**config.mk**
```make
export PLATFORM = sky130hd
export DESIGN_NAME = tube_sched
export DESIGN_NICKNAME = d
export VERILOG_FILES = /design/src/rtl/tube_sched.sv
export SDC_FILE = /design/constraint.sdc
export NUM_CORES = 1
export LEC_CHECK = 0
export ABC_AREA = 1
export BUFFER_PORTS_ARGS = -buffer_cell sky130_fd_sc_hd__buf_4
export CORE_AREA = 2 2 156 158
export DETAILED_ROUTE_END_ITERATION = 10
export DIE_AREA = 0 0 158 160
export GPL_ROUTABILITY_DRIVEN = 1
export GPL_TIMING_DRIVEN = 1
export PLACE_DENSITY = 0.49
export SLEW_MARGIN = 20
export SYNTH_ARGS = -nofsm -noshare
export SYNTH_HDL_FRONTEND = slang
export SYNTH_SLANG_ARGS = --single-unit
```
**constraint.sdc**
```tcl
create_clock -name clk -period 3.5 [get_ports clk]
set_clock_uncertainty 0.2 [all_clocks]
set_input_delay 0.7 -clock clk [delete_from_list [all_inputs] [get_ports clk]]
set_output_delay 0.7 -clock clk [all_outputs]
set_load 0.05 [all_outputs]
```
**src/rtl/tube_sched.sv**
```systemverilog
// tube_sched: round-robin issue scheduler and result router for a
// fixed-latency, non-stalling tube shared by NUM_REQ requesters.
// A tag pipe of LATENCY stages carries the requester id of each issued
// operation so the tube result can be steered back to its owner.
module tube_sched #(
   parameter int  REG_WIDTH       = 32,
   parameter int  NUM_REQ         = 4,
   parameter int  LATENCY         = 8,
   parameter int  MAX_OUTSTANDING = 2,
   parameter type T_tube_op       = logic
) (
   input  logic                         clk,
   input  logic                         rst,
   input  logic [NUM_REQ-1:0]           req_valid,
   output logic [NUM_REQ-1:0]           req_ready,
   input  logic [NUM_REQ*REG_WIDTH-1:0] req_data1,
   input  logic [NUM_REQ*REG_WIDTH-1:0] req_data2,
   input  T_tube_op [NUM_REQ-1:0]       req_op,
   output logic                         tube_in_valid,
   output logic [REG_WIDTH-1:0]         tube_in_data1,
   output logic [REG_WIDTH-1:0]         tube_in_data2,
   output T_tube_op                     tube_op,
   input  logic                         tube_out_valid,
   input  logic [REG_WIDTH-1:0]         tube_out_data,
   output logic [NUM_REQ-1:0]           resp_valid,
   output logic [REG_WIDTH-1:0]         resp_data,
   output logic                         error
);

   localparam int IDW = $clog2(NUM_REQ);
   localparam int CW  = $clog2(MAX_OUTSTANDING + 1);

   // round-robin pointer
   logic [IDW-1:0] ptr_q;
   logic [IDW-1:0] ptr_d;

   // per-requester in-flight counters
   logic [CW-1:0] cnt_q [NUM_REQ];
   logic [CW-1:0] cnt_d [NUM_REQ];
   logic [NUM_REQ-1:0] inc_v;
   logic [NUM_REQ-1:0] dec_v;

   // tag pipe: valid bits are control (reset), ids are payload (no reset)
   logic [LATENCY-1:0] tag_vld_q;
   logic [IDW-1:0]     tag_id_q [LATENCY];
   logic               tail_vld;
   logic [IDW-1:0]     tail_id;

   // arbitration results
   logic [NUM_REQ-1:0] elig;
   logic               gnt_vld;
   logic [IDW-1:0]     gnt_id;
   int                 idx;

   // response registers
   logic [NUM_REQ-1:0]   resp_valid_q;
   logic [NUM_REQ-1:0]   resp_valid_d;
   logic [REG_WIDTH-1:0] resp_data_q;
   logic [REG_WIDTH-1:0] resp_data_d;
   logic                 error_q;
   logic                 error_d;

   assign tail_vld = tag_vld_q[LATENCY-1];
   assign tail_id  = tag_id_q[LATENCY-1];

   // a requester may be granted only below its in-flight cap and outside reset
   always_comb begin
      elig = '0;
      for (int i = 0; i < NUM_REQ; i++) begin
         elig[i] = req_valid[i] && (cnt_q[i] < CW'(MAX_OUTSTANDING)) && !rst;
      end
   end

   // first eligible index at or after ptr wins; scanning downward lets the
   // closest index to ptr overwrite the farther candidates
   always_comb begin
      gnt_vld = 1'b0;
      gnt_id  = '0;
      idx     = 0;
      for (int k = NUM_REQ - 1; k >= 0; k--) begin
         idx = int'(ptr_q) + k;
         if (idx >= NUM_REQ) begin
            idx = idx - NUM_REQ;
         end
         if (elig[IDW'(idx)]) begin
            gnt_vld = 1'b1;
            gnt_id  = IDW'(idx);
         end
      end
   end

   // one-hot grant and issue mux into the tube; all zero when idle
   always_comb begin
      req_ready     = '0;
      tube_in_valid = gnt_vld;
      tube_in_data1 = '0;
      tube_in_data2 = '0;
      tube_op       = '0;
      if (gnt_vld) begin
         req_ready[gnt_id] = 1'b1;
         tube_in_data1     = req_data1[gnt_id*REG_WIDTH +: REG_WIDTH];
         tube_in_data2     = req_data2[gnt_id*REG_WIDTH +: REG_WIDTH];
         tube_op           = req_op[gnt_id];
      end
   end

   // pointer moves to one past the granted index, holds when idle
   always_comb begin
      ptr_d = ptr_q;
      if (gnt_vld) begin
         if (gnt_id == IDW'(NUM_REQ - 1)) begin
            ptr_d = '0;
         end else begin
            ptr_d = gnt_id + 1'b1;
         end
      end
   end

   // pointer register
   always_ff @(posedge clk or posedge rst) begin
      if (rst) begin
         ptr_q <= '0;
      end else begin
         ptr_q <= ptr_d;
      end
   end

   // tag valid shift register aligned with the tube latency
   always_ff @(posedge clk or posedge rst) begin
      if (rst) begin
         tag_vld_q <= '0;
      end else begin
         tag_vld_q[0] <= gnt_vld;
         for (int s = 1; s < LATENCY; s++) begin
            tag_vld_q[s] <= tag_vld_q[s-1];
         end
      end
   end

   // tag id shift register; meaningful only where the matching valid is set
   always_ff @(posedge clk) begin
      tag_id_q[0] <= gnt_id;
      for (int s = 1; s < LATENCY; s++) begin
         tag_id_q[s] <= tag_id_q[s-1];
      end
   end

   // counters: +1 on issue, -1 on a valid tail for that id, cancel when both;
   // eligibility keeps the increment below the cap, the zero test blocks underflow
   always_comb begin
      inc_v = '0;
      dec_v = '0;
      for (int i = 0; i < NUM_REQ; i++) begin
         inc_v[i] = gnt_vld && (gnt_id == IDW'(i));
         dec_v[i] = tail_vld && (tail_id == IDW'(i)) && (cnt_q[i] != '0);
         cnt_d[i] = cnt_q[i];
         if (inc_v[i] && !dec_v[i]) begin
            cnt_d[i] = cnt_q[i] + 1'b1;
         end else if (dec_v[i] && !inc_v[i]) begin
            cnt_d[i] = cnt_q[i] - 1'b1;
         end
      end
   end

   // counter registers
   always_ff @(posedge clk or posedge rst) begin
      if (rst) begin
         for (int i = 0; i < NUM_REQ; i++) begin
            cnt_q[i] <= '0;
         end
      end else begin
         for (int i = 0; i < NUM_REQ; i++) begin
            cnt_q[i] <= cnt_d[i];
         end
      end
   end

   // route a result only when the tube and the tag pipe agree; any
   // disagreement latches the sticky error
   always_comb begin
      resp_valid_d = '0;
      resp_data_d  = resp_data_q;
      error_d      = error_q;
      if (tube_out_valid && tail_vld) begin
         resp_valid_d[tail_id] = 1'b1;
         resp_data_d           = tube_out_data;
      end
      if (tube_out_valid != tail_vld) begin
         error_d = 1'b1;
      end
   end

   // response and error registers
   always_ff @(posedge clk or posedge rst) begin
      if (rst) begin
         resp_valid_q <= '0;
         resp_data_q  <= '0;
         error_q      <= 1'b0;
      end else begin
         resp_valid_q <= resp_valid_d;
         resp_data_q  <= resp_data_d;
         error_q      <= error_d;
      end
   end

   assign resp_valid = resp_valid_q;
   assign resp_data  = resp_data_q;
   assign error      = error_q;

endmodule

```
==> results of run 1 <==
==> kinds of logic after synthesis <==
group,after synthesis,synth area share
AO/OA/AOI/OAI,79,0.0711
XOR/XNOR,9,0.0137
adder cells (fa/ha/maj),5,0.0109
buffers and inverters,217,0.162
flip-flops,71,0.296
AND/OR/NAND/NOR,609,0.447
==> per-stage QoR <==
stage / cell area, µm² / hold WS (ns) / worst slack [ns] / cells
floorplan: 5990 / 0.110 / 0.0191 / 990
detailed placement: 9640 / 0.112 / -0.117 / 1689
finish: 11600 / 0.122 / 0.00872 / 1745
CTS: 10100 / 0.116 / -0.0173 / 1709
global route: 11600 / 0.121 / -0.102 / 1745
global placement: 9640 / 0.111 / -0.0746 / 1689
==> cell type report <==
class,count,area share
flip-flops and latches,71,0.146
inverters,145,0.0473
clock inverters,3,0.00366
well taps,324,0.0349
repair buffers,484,0.399
multi-input cells,703,0.347
diodes,2,0.000431
clock buffers,13,0.0216
==> worst max-delay path, delay by kind of cell (launching register included) <==
| kind | cells | cell delay, ns |
|---|---|---|
| AO/OA/AOI/OAI | 2 | 0.40 |
| buffers and inverters | 4 | 0.52 |
| flip-flops | 1 | 0.48 |
| AND/OR/NAND/NOR | 9 | 0.86 |
==> worst paths after layout <==
check | startpoint | end | slack, ns | depth (start not counted)
setup / recovery | ptr_q[0]$_DFFE_PP0P_ | tube_in_data2[3] | 0.009 | 15
hold reg to reg | tag_id_q[1][4]$_DFF_P_ | tag_id_q[1][6]$_DFF_P_ | 0.12 | 0
setup reg to reg | ptr_q[0]$_DFFE_PP0P_ | cnt_q[1]$_DFFE_PP0P_ | 0.46 | 17
min in group asynchronous | rst | resp_data[30]$_DFFE_PP0P_ | 0.40 | 3
hold / removal | tag_id_q[1][4]$_DFF_P_ | tag_id_q[1][6]$_DFF_P_ | 0.12 | 0
max in group asynchronous | rst | ptr_q[0]$_DFFE_PP0P_ | 2.12 | 4
==> synth_stat cells, drive strengths merged <==
master	count	area share
clkinv	1	0.00065
nand2	387	0.25
nor3	3	0.0026
dfxtp	16	0.056
clkbuf	28	0.018
buf	44	0.048
ha	5	0.011
inv	144	0.094
a21oi	71	0.062
or2	1	0.0011
o2111ai	2	0.0031
nor2	14	0.0092
nor4	1	0.0022
dfrtp	55	0.24
nand3	203	0.18
o21ai	4	0.0035
o211ai	2	0.0026
xor2	1	0.0015
xnor2	8	0.012
==> metal layers <==
layer / part of all wire / wire (µm) / track usage
met5: 0 / 0 / 0
met4: 0.030 / 928 / 0.0639
met3: 0.079 / 2420 / 0.0562
met2: 0.48 / 14600 / 0.363
met1: 0.41 / 12500 / 0.271
==> state kept, by name, summed over array words and instances (netlist names) <==
signal / count
ptr_q: 2
resp_data: 32
error: 1
tag_id_q: 16
resp_valid: 4
tag_vld_q: 8
cnt_q: 8
==> repair_timing <==
item	4_1_cts	5_1_grt
setup endpoints to repair	55	69
buffers inserted	0	9
resized for setup	21	245
pin swaps	4	77
gates cloned	4	25
==> metrics.txt, run 1 <==
run status finished, final reports clean; remaining antenna violation count 0; post-synth net total 1294; post-route fraction of the period consumed by the critical path 0.998; area of the multi-input gates 0.00402 mm²; setup-violating endpoint count in the final report 0; largest net degree at the start of global routing 38; worst slew pin tran 0.641 ns; kind of start point of the critical path flip-flop; count of distinct cell types in the synthesized netlist 24; top-level I/O count 406; kind of end point of the critical path output pin; Post-CTS Hold Fix Bufs 0; arrival time of the worst setup path 2.59 ns; number of nets in the final layout 1718; iteration count of the initial detailed-routing pass 4; portion of the post-synthesis area used by sequential elements 0.296; hpwl dp 21800 µm; count of mapped cells out of synthesis 990; Sequential Area 0.00170 mm²; H-tree depth 3; clock-pin transition on the worst setup and hold timing paths 0.05 ns; number of buffers added by the clock tree synthesis step 9; Total Routed Length 30500 µm; Fillers 2519; WS Path Type flip-flop to output pin; upper clock frequency limit 0.286 GHz; most common cell after layout, fill and taps aside buf_4; DR WL/cell 17.5 µm; die extent in y 160 µm; Max clock buf depth 2; overflow left after global routing 0; number of endpoints with negative hold slack in the final report 0; final critical-path required period 3.49 ns; layout overhead on the synthesized area 102%; root buffer selected by CTS clkbuf_16; first-pass GRT wire length 42600 µm; via total after detailed routing 7926; cell type with the highest occurrence count on the critical path nand2_1; fraction of final layout cells sized beyond drive strength 1 0.503; count of unresolved DRC violations after routing 0; final weighted congestion of routability-driven global placement 0.944; combined area of all synthesized cells 0.00574 mm²; initial antenna violation count 2; clock sink count 71; Ys Warns 0; final total negative setup slack 0 ns; biggest cell delay along the critical path 0.48 ns; GR Util All Layers 0.216; vias in the first global route 7385; average via count per standard cell 4.54; iteration-0 DRC count of the detailed router 445; pins over their slew limit 0; Initial Util 0.241; most frequent cells in the layout 362 x buf_4, 279 x nand2_1, 178 x nand3_1; PortBufs 405; clock tree from TritonCTS done; num rows 57; class of the tightest hold or removal check flip-flop to flip-flop; cell chain of the critical path inv_4 -> nand3_1 -> nand2_1 -> nand2_2 -> nand2_4 -> inv_4 -> a21oi_4 -> nand2_8 -> nand2_8 -> buf_12 -> nand2_2 -> nand2_1 -> nand2_1 -> a21oi_2 -> buf_6; clock latency on the worst-skew pair 0.32 ns; Worst EP required 2.60 ns; RSZ-0062 raised after global routing yes; Horiz. Die Dim 158 µm; crit path max fanout 8; area of the core 0.0238 mm²; die area 0.0253 mm²; total of max-cap violations 0; average cell area after synthesis 5.80 µm²; Slew headroom 0.572; share of the core filled with cells 0.487; total of flip-flops plus latches after synthesis 71; slowest stage cell on the critical path dfrtp_2
Power of run 1 is not shown: default switching activity piles up to over one toggle a cycle in this logic, so the estimate is an artifact.
==> inputs of run 2 (changes only) <==
--- a/config.mk
+++ b/config.mk
@@ -12,7 +12,8 @@
 export DIE_AREA = 0 0 158 160
 export GPL_ROUTABILITY_DRIVEN = 1
 export GPL_TIMING_DRIVEN = 1
-export PLACE_DENSITY = 0.49
+export PLACE_DENSITY_LB_ADDON = 0.2
+export REMOVE_ABC_BUFFERS = 1
 export SLEW_MARGIN = 20
 export SYNTH_ARGS = -nofsm -noshare
 export SYNTH_HDL_FRONTEND = slang
==> run 2 against run 1 <==
Net effect: the flow now finishes with violations (negative setup slack); sequential share of layout area is 0.30 points higher; sequential cell count stayed put; register-to-register slack better by 0.07 ns; critical path depth is 1 higher; hold slack better by 0.0037 ns; critical path type unchanged; global-route usage is 1.2 points lower.
==> metrics.txt, run 2 (same netlist as run 1, synthesis figures left out) <==
Post-CTS Hold Fix Bufs 0 (unchanged); cell type with the highest occurrence count on the critical path nand2_4; setup-violating endpoint count in the final report 26 (+26); GR Util All Layers 0.204 (-0.0120); post-route fraction of the period consumed by the critical path 1.02 (+0.0202); class of the tightest hold or removal check flip-flop to flip-flop; final critical-path required period 3.56 ns (+0.0708 ns); final weighted congestion of routability-driven global placement 0.923 (-2.2%); Slew headroom 0.675 (+0.103); remaining antenna violation count 0 (unchanged); first-pass GRT wire length 40600 µm (-4.6%); cell chain of the critical path xor2_2 -> buf_4 -> nand2_4 -> nand2_4 -> inv_4 -> nand2_2 -> nand2_2 -> nand2_4 -> buf_12 -> buf_16 -> buf_8 -> nand3_2 -> nand3_2 -> a21oi_2 -> buf_4 -> buf_12; Total Routed Length 29100 µm (-4.5%); clock-pin transition on the worst setup and hold timing paths 0.06 ns (about the same); clock sink count 71 (unchanged); count of unresolved DRC violations after routing 0 (unchanged); die extent in y 160 µm (unchanged); fraction of final layout cells sized beyond drive strength 1 0.467 (-0.0358); arrival time of the worst setup path 2.66 ns (+0.07 ns); via total after detailed routing 8019 (+1.2%); WS Path Type flip-flop to output pin; hpwl dp 20700 µm (-5.1%); top-level I/O count 406 (unchanged); initial antenna violation count 1 (-1); clock latency on the worst-skew pair 0.33 ns (about the same); PortBufs 405 (unchanged); kind of start point of the critical path flip-flop; iteration-0 DRC count of the detailed router 388 (-13%); Initial Util 0.241 (unchanged); DR WL/cell 16.6 µm (-4.9%); pins over their slew limit 0 (unchanged); total of max-cap violations 0 (unchanged); most common cell after layout, fill and taps aside buf_4; post-route setup slack -0.0620 ns (-0.0708 ns); Fillers 2470 (-1.9%); iteration count of the initial detailed-routing pass 4 (unchanged); slowest stage cell on the critical path dfrtp_2; H-tree depth 3 (unchanged); Horiz. Die Dim 158 µm (unchanged); kind of end point of the critical path output pin; number of nets in the final layout 1726 (+0.47%); biggest cell delay along the critical path 0.49 ns (about the same); most frequent cells in the layout 381 x buf_4, 342 x nand2_1, 159 x nand3_1; run status complete, but fails checks; clock tree from TritonCTS done; num rows 57 (unchanged); violations in the final reports negative setup slack; max reg flops 32 (unchanged); vias in the first global route 7580 (+2.6%); overflow left after global routing 0 (unchanged); largest net degree at the start of global routing 47 (+24%); crit path max fanout 6 (-2); root buffer selected by CTS clkbuf_16; area of the core 0.0238 mm² (unchanged); worst slew pin tran 0.486 ns (-0.155 ns); Worst EP required 2.60 ns (about the same); final hold slack 0.125 ns (+0.00366 ns); average via count per standard cell 4.58 (+0.77%); Max clock buf depth 2 (unchanged); layout overhead on the synthesized area 98.5%; number of buffers added by the clock tree synthesis step 9 (unchanged); die area 0.0253 mm² (unchanged); upper clock frequency limit 0.281 GHz (-2.0%); number of endpoints with negative hold slack in the final report 0 (unchanged); RSZ-0062 raised after global routing yes
-- run 2: cell types whose count changed in the layout (fill, tap and decap cells not counted), moves of 4 or more --
| cell | change |
|---|---|
| buf_4 | +19 |
| buf_8 | +4 |
| nand3_2 | +17 |
| nand2_2 | -47 |
| nand2_4 | -13 |
| a21oi_1 | +16 |
| a21oi_2 | -15 |
| nand3_1 | -19 |
| buf_6 | -14 |
| nand2_1 | +63 |
-- run 2: worst paths after layout --
path                                   startpoint                      end  slack, ns  cells past startpoint
setup / recovery             ptr_q[0]$_DFFE_PP0P_         tube_in_data1[1]      -0.06                     16
hold / removal             tag_id_q[1][0]$_DFF_P_   tag_id_q[1][2]$_DFF_P_       0.13                      0
setup reg to reg             ptr_q[0]$_DFFE_PP0P_     cnt_q[5]$_DFFE_PP0P_       0.53                     17
hold reg to reg            tag_id_q[1][0]$_DFF_P_   tag_id_q[1][2]$_DFF_P_       0.13                      0
max in group asynchronous                     rst  resp_valid[2]$_DFF_PP0_       2.07                      4
min in group asynchronous                     rst     cnt_q[6]$_DFFE_PP0P_       0.38                      3
-- run 2: area by class of cell --
cell class | count | area (µm²) | share of cell area
Sequential cell | 71 | 1700 | 0.149
Clock inverter | 6 | 48.8 | 0.00429
Multi-Input combinational cell | 703 | 3800 | 0.333
Tap cell | 324 | 405 | 0.0356
Clock buffer | 10 | 250 | 0.0220
Timing Repair Buffer | 492 | 4640 | 0.407
Inverter | 145 | 549 | 0.0482
Antenna cell | 1 | 2.50 | 0.000220
-- run 2: repair_timing --
action	4_1_cts	5_1_grt
setup buffers	2	15
gates cloned	2	16
endpoints found under the setup margin	70	70
resized for setup	26	250
pin swaps	2	76
hold endpoints to repair	0	0
-- run 2: through the flow --
step	instances	util	TNS [ns]	setup slack, ns	cell area, µm²
final	1752	0.478	-0.503	-0.0620	11400
after global routing	1752	0.478	-6.09	-0.158	11400
after CTS	1720	0.414	-0.175	-0.0205	9850
after detailed placement	1700	0.393	-7.08	-0.286	9370
after global placement	1700	0.393	-0.924	-0.175	9370
after floorplan	918	-	-190.11	-2.96	5360
-- run 2: layer usage --
layer,part of all wire,up-vias,global-route usage
li1,-,3952,-
met1,0.38,3665,0.243
met2,0.50,342,0.349
met3,0.083,60,0.0526
met4,0.037,0,0.0799
met5,0,-,0
-- run 2: worst max-delay path: cells and delay by family, from the launching register on --
family,cells,cell delay (ns)
xor gates and xnor gates,1,0.19
DFF,1,0.49
AOI/OAI and AO/OA,1,0.20
buffers and inverters,7,0.95
and+or+nand+nor,7,0.50
Power of run 2 is left out for the same reason.
==> inputs of run 3 (changes only) <==
--- a/config.mk
+++ b/config.mk
@@ -7,9 +7,9 @@
 export LEC_CHECK = 0
 export ABC_AREA = 1
 export BUFFER_PORTS_ARGS = -buffer_cell sky130_fd_sc_hd__buf_4
-export CORE_AREA = 2 2 156 158
+export CORE_AREA = 5 5 155 157
 export DETAILED_ROUTE_END_ITERATION = 10
-export DIE_AREA = 0 0 158 160
+export DIE_AREA = 0 0 160 162
 export GPL_ROUTABILITY_DRIVEN = 1
 export GPL_TIMING_DRIVEN = 1
 export PLACE_DENSITY_LB_ADDON = 0.2
==> run 3 against run 2 <==
Net effect: the flow still finishes with violations (negative setup slack); worst setup slack improved by 0.061 ns; via count shrank 2.1%; maximum frequency rose by 1.7%; non-clock buffer count shrank 14; sequential share of layout area increased by 1.1 points; routed wire length shrank 2.0%; cell count decreased by 3.0%; critical path type is now primary input to output pin.
==> metrics.txt, run 3 (same netlist as run 1, synthesis figures left out) <==
run status complete, but fails checks; H-tree depth 3 (unchanged); setup-violating endpoint count in the final report 1 (-96%); arrival time of the worst setup path 2.60 ns (-0.06 ns); top-level I/O count 406 (unchanged); iteration-0 DRC count of the detailed router 503 (+30%); iteration count of the initial detailed-routing pass 7 (+3); crit path max fanout 36 (+30); final critical-path required period 3.50 ns (-0.0610 ns); uppermost layer routed met5; die area 0.0259 mm² (+2.5%); average via count per standard cell 4.62 (+0.96%); post-route setup slack -0.00104 ns (+0.0610 ns); PortBufs 405 (unchanged); Worst EP required 2.60 ns (about the same); RSZ-0062 raised after global routing yes; Total Routed Length 28600 µm (-2.0%); hpwl dp 21000 µm (+1.6%); worst slew pin tran 1.07 ns (+0.586 ns); overflow left after global routing 0 (unchanged); fraction of final layout cells sized beyond drive strength 1 0.421 (-0.0467); via total after detailed routing 7851 (-2.1%); met2 wire length 13900 µm (-3.6%); number of buffers added by the clock tree synthesis step 9 (unchanged); number of nets in the final layout 1711 (-0.87%); count of unresolved DRC violations after routing 0 (unchanged); layout overhead on the synthesized area 85.1%; kind of start point of the critical path primary input; final hold slack 0.124 ns (-0.00175 ns); class of the tightest hold or removal check flip-flop to flip-flop; Slew headroom 0.281 (-0.395); metal3 WL 2530 µm (+4.2%); most common cell after layout, fill and taps aside buf_4; cell chain of the critical path buf_6 -> nor2_4 -> nand3_2 -> nand2_2 -> nand2_2 -> nand2_4 -> inv_4 -> nand2_2 -> nand2_2 -> nand2_4 -> nand2_8 -> buf_12 -> buf_4 -> nand2_1 -> nand3_1 -> a21oi_1 -> buf_4; first-pass GRT wire length 40600 µm (about the same); num rows 55 (-3.5%); kind of end point of the critical path output pin; area post-placement 0.00937 mm² (about the same); final weighted congestion of routability-driven global placement 0.920 (-0.35%); DR WL/cell 16.8 µm (+1.1%); length of routed wiring on met1 11000 µm (-1.9%); vias in the first global route 7265 (-4.2%); clock latency on the worst-skew pair 0.33 ns (about the same); violations in the final reports negative setup slack; WS Path Type primary input to output pin; clock-pin transition on the worst setup and hold timing paths 0.06 ns (about the same); Horiz. Die Dim 160 µm (+1.3%); final cell count without fillers 1699 (-3.0%); largest net degree at the start of global routing 55 (+17%); total of max-cap violations 0 (unchanged); Max clock buf depth 2 (unchanged); # placed instances 1655 (-2.6%); pins over their slew limit 0 (unchanged); post-route fraction of the period consumed by the critical path 1.00 (-0.0174); root buffer selected by CTS clkbuf_16; remaining antenna violation count 0 (unchanged); upper clock frequency limit 0.286 GHz (+1.7%); die extent in y 162 µm (+1.3%); max reg flops 32 (unchanged); Initial Util 0.257 (+0.0157); clock tree from TritonCTS done; cell type with the highest occurrence count on the critical path nand2_2; area of the core 0.0224 mm² (-6.1%); biggest cell delay along the critical path 0.22 ns (-0.27 ns); clock sink count 71 (unchanged); number of endpoints with negative hold slack in the final report 0 (unchanged); initial antenna violation count 4 (+3); design area 0.0106 mm² (-6.7%); most frequent cells in the layout 402 x buf_4, 353 x nand2_1, 180 x nand3_1; GR Util All Layers 0.195 (-0.00949); Post-CTS Hold Fix Bufs 0 (unchanged); slowest stage cell on the critical path buf_4
## run 3: stage by stage
step | TNS, ns | setup WS [ns] | util
global route | -6.25 | -0.166 | 0.475
detailed placement | -2.47 | -0.139 | 0.419
floorplan | -190.11 | -2.96 | -
finish | -0.00104 | -0.00104 | 0.475
CTS | 0 | 0.00545 | 0.434
global placement | -1.48 | -0.140 | 0.419
## run 3: metal layers
metal / global-route usage / vias to the layer above
met5: 0 / -
met4: 0.0798 / 4
met3: 0.0683 / 57
met2: 0.320 / 346
met1: 0.233 / 3525
li1: - / 3919
## run 3: worst paths after layout
path                            slack [ns]  cells past startpoint              startpoint                      to
max in group asynchronous             2.08                      4                     rst    ptr_q[1]$_DFFE_PP0P_
min in group asynchronous             0.15                      3                     rst    ptr_q[0]$_DFFE_PP0P_
worst max register to register        0.53                     17    ptr_q[0]$_DFFE_PP0P_    cnt_q[5]$_DFFE_PP0P_
worst min-delay path                  0.12                      0  tag_id_q[0][7]$_DFF_P_  tag_id_q[1][1]$_DFF_P_
worst min register to register        0.12                      0  tag_id_q[0][7]$_DFF_P_  tag_id_q[1][1]$_DFF_P_
worst max-delay path                -0.001                     17                     rst       tube_in_data1[21]
## run 3: critical path: cells and delay by family
kind / cells / cell delay, ns
simple gates: 11 / 0.99
buf+inv: 5 / 0.74
compound gates: 1 / 0.16
## run 3: final cells by class
cell class | count | area (µm²)
Tap cell | 285 | 357
Multi-Input combinational cell | 702 | 3500
Clock buffer | 11 | 264
Clock inverter | 5 | 35.0
Inverter | 145 | 552
Fill cell | 2318 | 11700
Timing Repair Buffer | 478 | 4210
Sequential cell | 71 | 1700
Antenna cell | 2 | 5.00
## run 3: what timing repair did
action / 4_1_cts / 5_1_grt
gates resized for setup: 5 / 143
gates cloned: 0 / 11
hold endpoints to repair: 0 / 0
pin swaps: 3 / 26
setup buffers: 3 / 12
setup endpoints to repair: 67 / 68
Power of run 3 is left out for the same reason.
